### config.mk
export PLATFORM = sky130hd
export DESIGN_NAME = cmd_frame_sender
export DESIGN_NICKNAME = d
export VERILOG_FILES = /design/src/rtl/cmd_frame_pkg.sv /design/src/rtl/sync_fifo.sv /design/src/rtl/cmd_frame_sender.sv
export SDC_FILE = /design/constraint.sdc
export NUM_CORES = 1
export LEC_CHECK = 0
export ABC_AREA = 0
export ABC_CLOCK_PERIOD_IN_PS = 2650
export CAP_MARGIN = 20
export CORE_ASPECT_RATIO = 2
export CORE_MARGIN = 2
export CORE_UTILIZATION = 35
export DETAILED_ROUTE_END_ITERATION = 12
export GPL_TIMING_DRIVEN = 0
export HOLD_SLACK_MARGIN = 0.12
export PLACE_DENSITY = 0.63
export REMOVE_ABC_BUFFERS = 1
export SKIP_CTS_REPAIR_TIMING = 1
export SYNTH_ARGS = -nofsm -noshare
export SYNTH_HDL_FRONTEND = slang
export SYNTH_SLANG_ARGS = --single-unit
### constraint.sdc
create_clock -name clk_50 -period 2.65 [get_ports clk_50]
set_input_delay 0.53 -clock clk_50 [delete_from_list [all_inputs] [get_ports clk_50]]
set_output_delay 0.53 -clock clk_50 [all_outputs]
set_load 0.02 [all_outputs]
### src/rtl/cmd_frame_pkg.sv
// Shared definitions for the command frame sender: FSM encoding, frame header
// byte and the frame length helper.
package cmd_frame_pkg;

  typedef enum logic [2:0] {
    IDLE,
    REQUEST,
    WAIT_ACK,
    SEND,
    WAIT_READY,
    DONE
  } state_e;

  localparam logic [7:0] FRAME_HDR = 8'hA5;

  // Header + sequence number + payload + checksum.
  function automatic int frame_len(input int payload_bytes);
    return payload_bytes + 3;
  endfunction

endpackage

### src/rtl/sync_fifo.sv
// Single-clock FIFO with registered full/empty flags and a registered read port
// (data appears the cycle after a pop and holds until the next pop).
module sync_fifo #(
  parameter int WIDTH = 8,
  parameter int DEPTH = 8
) (
  input  logic             clk_i,
  input  logic             srst_i,
  input  logic             wr_en_i,
  input  logic [WIDTH-1:0] wr_data_i,
  input  logic             rd_en_i,
  output logic [WIDTH-1:0] rd_data_o,
  output logic             full_o,
  output logic             empty_o
);

  localparam int AW = $clog2(DEPTH);
  localparam logic [AW:0] FULL_CNT = (AW + 1)'(DEPTH);

  logic [WIDTH-1:0] mem_q [DEPTH];
  logic [WIDTH-1:0] rd_data_q;
  logic [AW-1:0]    wr_ptr_q;
  logic [AW-1:0]    rd_ptr_q;
  logic [AW:0]      count_q;
  logic [AW:0]      count_d;
  logic             full_q;
  logic             empty_q;
  logic             push;
  logic             pop;

  // Flags are registered, so a pop in a full cycle cannot admit a same-cycle push.
  assign push = wr_en_i && !full_q;
  assign pop  = rd_en_i && !empty_q;

  always_comb begin
    count_d = count_q;
    if (push && !pop) begin
      count_d = count_q + 1'b1;
    end else if (pop && !push) begin
      count_d = count_q - 1'b1;
    end
  end

  always_ff @(posedge clk_i) begin
    if (push) begin
      mem_q[wr_ptr_q] <= wr_data_i;
    end
  end

  always_ff @(posedge clk_i) begin
    if (srst_i) begin
      wr_ptr_q  <= '0;
      rd_ptr_q  <= '0;
      count_q   <= '0;
      full_q    <= 1'b0;
      empty_q   <= 1'b1;
      rd_data_q <= '0;
    end else begin
      if (push) begin
        wr_ptr_q <= wr_ptr_q + 1'b1;
      end
      if (pop) begin
        rd_ptr_q  <= rd_ptr_q + 1'b1;
        rd_data_q <= mem_q[rd_ptr_q];
      end
      count_q <= count_d;
      full_q  <= (count_d == FULL_CNT);
      empty_q <= (count_d == '0);
    end
  end

  assign rd_data_o = rd_data_q;
  assign full_o    = full_q;
  assign empty_o   = empty_q;

endmodule

### src/rtl/cmd_frame_sender.sv
// Queues commands and sends each as a checksummed frame through a UDP stack
// using a request/ack handshake, with an ack timeout that drops the command.
module cmd_frame_sender
  import cmd_frame_pkg::*;
#(
  parameter int CMD_W         = 2,
  parameter int PAYLOAD_BYTES = 2,
  parameter int FIFO_DEPTH    = 8,
  parameter int TIMEOUT_CYC   = 50000
) (
  input  logic             clk_50,
  input  logic             sys_rst,
  input  logic [CMD_W-1:0] cmd_in,
  input  logic             cmd_valid,
  output logic             cmd_ready,
  input  logic             udp_tx_ready,
  input  logic             app_tx_ack,
  output logic             app_tx_data_request,
  output logic             app_tx_data_valid,
  output logic [7:0]       app_tx_data,
  output logic [15:0]      udp_data_length,
  output logic             tx_done,
  output logic             tx_err,
  output logic             busy,
  output logic [7:0]       seq_num
);

  localparam int FRAME_LEN = frame_len(PAYLOAD_BYTES);
  localparam int PAY_W     = 8 * PAYLOAD_BYTES;
  localparam int IDX_W     = $clog2(FRAME_LEN + 1);
  localparam int TMR_W     = $clog2(TIMEOUT_CYC + 1);

  state_e           state_q;
  logic [7:0]       seq_q;
  logic             req_q;
  logic             vld_q;
  logic [7:0]       data_q;
  logic             done_q;
  logic             err_q;
  logic             busy_q;
  logic [TMR_W-1:0] timer_q;
  logic [IDX_W-1:0] idx_q;

  logic             fifo_full;
  logic             fifo_empty;
  logic             fifo_pop;
  logic [CMD_W-1:0] frame_cmd;

  // The FIFO read register doubles as the frame register: it is loaded on the
  // IDLE->REQUEST pop and stays put until the next frame starts.
  assign fifo_pop = (state_q == IDLE) && !fifo_empty;

  sync_fifo #(
    .WIDTH (CMD_W),
    .DEPTH (FIFO_DEPTH)
  ) u_fifo (
    .clk_i     (clk_50),
    .srst_i    (sys_rst),
    .wr_en_i   (cmd_valid),
    .wr_data_i (cmd_in),
    .rd_en_i   (fifo_pop),
    .rd_data_o (frame_cmd),
    .full_o    (fifo_full),
    .empty_o   (fifo_empty)
  );

  logic [PAY_W-1:0] payload;
  logic [7:0]       body_b [FRAME_LEN-1];
  logic [7:0]       chk;
  logic [7:0]       cur_byte;

  assign payload   = PAY_W'(frame_cmd);
  assign body_b[0] = FRAME_HDR;
  assign body_b[1] = seq_q;

  generate
    for (genvar gi = 0; gi < PAYLOAD_BYTES; gi++) begin : g_payload
      assign body_b[2 + gi] = payload[8 * (PAYLOAD_BYTES - 1 - gi) +: 8];
    end
  endgenerate

  always_comb begin
    chk = '0;
    for (int i = 0; i < FRAME_LEN - 1; i++) begin
      chk = chk ^ body_b[i];
    end
  end

  // Byte selected by idx_q; the last index falls through to the checksum.
  always_comb begin
    cur_byte = chk;
    for (int i = 0; i < FRAME_LEN - 1; i++) begin
      if (idx_q == IDX_W'(i)) begin
        cur_byte = body_b[i];
      end
    end
  end

  always_ff @(posedge clk_50) begin
    if (sys_rst) begin
      state_q <= IDLE;
      seq_q   <= '0;
      req_q   <= 1'b0;
      vld_q   <= 1'b0;
      data_q  <= '0;
      done_q  <= 1'b0;
      err_q   <= 1'b0;
      busy_q  <= 1'b0;
      timer_q <= '0;
      idx_q   <= '0;
    end else begin
      done_q <= 1'b0;
      err_q  <= 1'b0;
      case (state_q)
        IDLE: begin
          if (!fifo_empty) begin
            state_q <= REQUEST;
            busy_q  <= 1'b1;
          end
        end
        REQUEST: begin
          if (udp_tx_ready) begin
            state_q <= WAIT_ACK;
            req_q   <= 1'b1;
            timer_q <= '0;
            idx_q   <= '0;
          end
        end
        WAIT_ACK: begin
          // An ack in the final timeout cycle takes priority over the drop.
          if (app_tx_ack) begin
            state_q <= SEND;
            req_q   <= 1'b0;
            vld_q   <= 1'b1;
            data_q  <= cur_byte;
            idx_q   <= IDX_W'(1);
            timer_q <= '0;
          end else if (timer_q == TMR_W'(TIMEOUT_CYC - 1)) begin
            state_q <= IDLE;
            req_q   <= 1'b0;
            err_q   <= 1'b1;
            busy_q  <= 1'b0;
            timer_q <= '0;
          end else begin
            timer_q <= timer_q + 1'b1;
          end
        end
        SEND: begin
          if (idx_q == IDX_W'(FRAME_LEN)) begin
            state_q <= WAIT_READY;
            vld_q   <= 1'b0;
            data_q  <= '0;
          end else begin
            data_q <= cur_byte;
            idx_q  <= idx_q + 1'b1;
          end
        end
        WAIT_READY: begin
          if (udp_tx_ready) begin
            state_q <= DONE;
            done_q  <= 1'b1;
          end
        end
        DONE: begin
          state_q <= IDLE;
          seq_q   <= seq_q + 1'b1;
          busy_q  <= 1'b0;
        end
        default: begin
          state_q <= IDLE;
        end
      endcase
    end
  end

  assign cmd_ready           = !fifo_full && !sys_rst;
  assign app_tx_data_request = req_q;
  assign app_tx_data_valid   = vld_q;
  assign app_tx_data         = data_q;
  assign udp_data_length     = 16'(FRAME_LEN);
  assign tx_done             = done_q;
  assign tx_err              = err_q;
  assign busy                = busy_q;
  assign seq_num             = seq_q;

endmodule

==> impl_metrics.ini <==
[setup_path]
worst-path-buf-inv = 0
crit_chain = nor2b_1, a22oi_1, or4_1, a21oi_1
critPathArrivalTime_ps = 2630
critPathRequiredTime_ps = 2920
max_stage_delay_ps = 660
crit_type = flop to flop
cp-start-kind = flop
critPathMaxFanout = 18
cp_slowest_cell = dfxtp_1
endpoint_kind = flop
crit_family = simple AND/OR/NAND/NOR gates

[global_route]
antenna_found_initial = 0
grt_pass1_wl_mm = 13.2
grt_start_max_net_pins = 45
grt_pass1_vias = 2883
grt_usage = 0.147
grt.overflow.total = 0

[timing]
maxSlewViolCount = 0
setup_slack_ps = 294
hold_slack_ps = 458
period_share = 0.889
timing.fmax_mhz = 424
period_minus_slack_ps = 2360
final_hold_viol_count = 0
relSlewSlack = 0.345
fin_worst_skew_ps = 8.59
worst_slew_pin_slew_ps = 983
rsz0062_at_grt = no
finalSetupViolCount = 0

[pwr]
switchingPower_w = 0.00119
p_clk_frac = 0.351
ir_drop_v = 0.000355
p_seq_frac = 0.390
p_leak_nw = 1.50
internal_power_w = 0.00251
p_comb_frac = 0.259
p_sw_frac = 0.322
p_per_area_nw_per_um2 = 854

[yosys]
synth_edf_count = 16
avgSynthCellArea_sq_um = 9.11
ys_seq_area_frac = 0.443
syn_area_sq_um = 3660
synth_ff_type = dfxtp_1
synth_cells = 402
ys_seq_elements = 73
async_reset_ff_frac = 0
ys_types = 53
ys_warn_count = 0

[drt]
vias = 2967
drtIter0Drc = 113
wl_met1_mm = 2.95
drt_wl_total_mm = 8.04
maxUsedRoutingLayer = met4
routed_via_density = 5.27
drt_drc_violations_left = 0
ant_nets = 0
wl_met3_um = 241
avgRoutedWirePerCell_um = 14.3
wl_met2_mm = 4.65
drt_pass1_iterations = 4

[die]
rows = 52
die_y_um = 149
die-area_sq_um = 11300
die_x_um = 76.3
start_util = 0.361
io_pins = 45
core_area_sq_um = 10100

[cts]
clkTransAtPathRegs_ps = 60
clock_sinks = 73
cts-root-buf = clkbuf_16
clk_latency_ps = 340
htree_levels = 3
cts_buffers = 9
cts_tree = built
clock_path_buffers = 2

[place]
hpwl_mm = 5.94
place_ws_ps = -35.1
gp_congestion = 0.823
dp.cells = 547
numPortBuffers = 28

[layout]
fin_cells = 563
layout-drive-gt1-share = 0.0724
fillers = 1020
final_common_cell = dfxtp_1
final_cell_mix = dfxtp_1, nor2_1, nand2_1
post-route-util = 0.426
syn2layout_area_growth_pct = 18.1
nNetsFinal = 441
diodes = 0

[run]
maxCapViolations = 0

[outcome]
status = finished, final reports clean

[hold_path]
min-delay-path-class = flop to flop
[power by group through the flow]
stage	combinational [W]	clock [W]	sequential, W
6_report	0.000959	0.00130	0.00144
4_1_cts	0.000965	0.00132	0.00144
3_3_place_gp	0.000910	0	0.00146
5_1_grt	0.00107	0.00137	0.00147
2_1_floorplan	0.000656	0	0.00145
3_5_place_dp	0.000961	0	0.00147
[Yosys cell counts (7+ instances only)]
cell | n | area, sq um
edfxtp_1 | 16 | 480
nand4_1 | 7 | 43.8
clkbuf_1 | 16 | 60.1
xnor2_1 | 8 | 70.1
nor2_1 | 51 | 191
a21oi_1 | 25 | 125
dfxtp_1 | 57 | 1140
o21ai_0 | 11 | 55.1
nand2b_1 | 11 | 68.8
a211oi_1 | 7 | 52.6
nor3_1 | 16 | 80.1
ha_1 | 11 | 138
a22oi_1 | 8 | 60.1
xor2_1 | 11 | 96.3
buf_4 | 16 | 120
nand3_1 | 10 | 50.1
inv_1 | 11 | 41.3
nor2b_1 | 7 | 43.8
nand2_1 | 31 | 116
[path summary, 6_finish.rpt]
| path | slack (ps) | end | cells past startpoint | startpoint |
|---|---|---|---|---|
| setup reg to reg | 290 | timer_q[8]$_SDFFE_PP0P_ | 4 | state_q[0]$_SDFFE_PP0P_ |
| hold / removal | 460 | app_tx_data[2]$_SDFFE_PP0P_ | 2 | app_tx_data[2]$_SDFFE_PP0P_ |
| hold reg to reg | 460 | app_tx_data[2]$_SDFFE_PP0P_ | 2 | app_tx_data[2]$_SDFFE_PP0P_ |
| setup / recovery | 290 | timer_q[8]$_SDFFE_PP0P_ | 4 | state_q[0]$_SDFFE_PP0P_ |
[final cells by class]
type | instances | area [sq um] | share of cell area
tap | 135 | 169 | 0.0391
clock inverter | 5 | 61.3 | 0.0142
timing repair buffer | 31 | 310 | 0.0717
multi-input combinational | 297 | 1860 | 0.430
clock buffer | 11 | 264 | 0.0610
sequential | 73 | 1620 | 0.375
inverter | 11 | 41.3 | 0.00955
[worst min-delay path: stages (launching register included)]
cell and delay, ps:
dfxtp_1 310, nand2_1 50, a21oi_1 50
[routing by layer]
metal  vias up  track usage
met1      1432        0.137
met5         -            0
met3        14       0.0346
met4         0       0.0773
li1       1451            -
met2        70        0.288
[cell families after synthesis]
| kind of cell | share of synthesized area |
|---|---|
| xor+xnor | 0.0455 |
| fa+ha+maj | 0.0376 |
| buf+inv | 0.0656 |
| mux | 0.0417 |
| simple gates | 0.233 |
| compound gates | 0.132 |
| other cells | 0.00205 |
| flops | 0.443 |
[registers in the layout, indices dropped and copies added (netlist names)]
name                 count
app_tx_data              8
app_tx_data_request      1
app_tx_data_valid        1
busy                     1
idx_q                    3
seq_num                  8
state_q                  3
timer_q                 16
tx_done                  1
tx_err                   1
u_fifo.count_q           4
u_fifo.empty_o           1
u_fifo.full_o            1
u_fifo.mem_q            16
u_fifo.rd_data_o         2
u_fifo.rd_ptr_q          3
u_fifo.wr_ptr_q          3
[metrics by stage]
step	area, sq um	total power (W)	TNS, ps
detailed placement	4000	0.00243	-35.1
finish	4330	0.00370	0
global route	4330	0.00391	0
floorplan	3510	0.00211	0
CTS	4330	0.00372	0
global placement	3960	0.00237	-10120
Power figures use the tool's default switching activity.
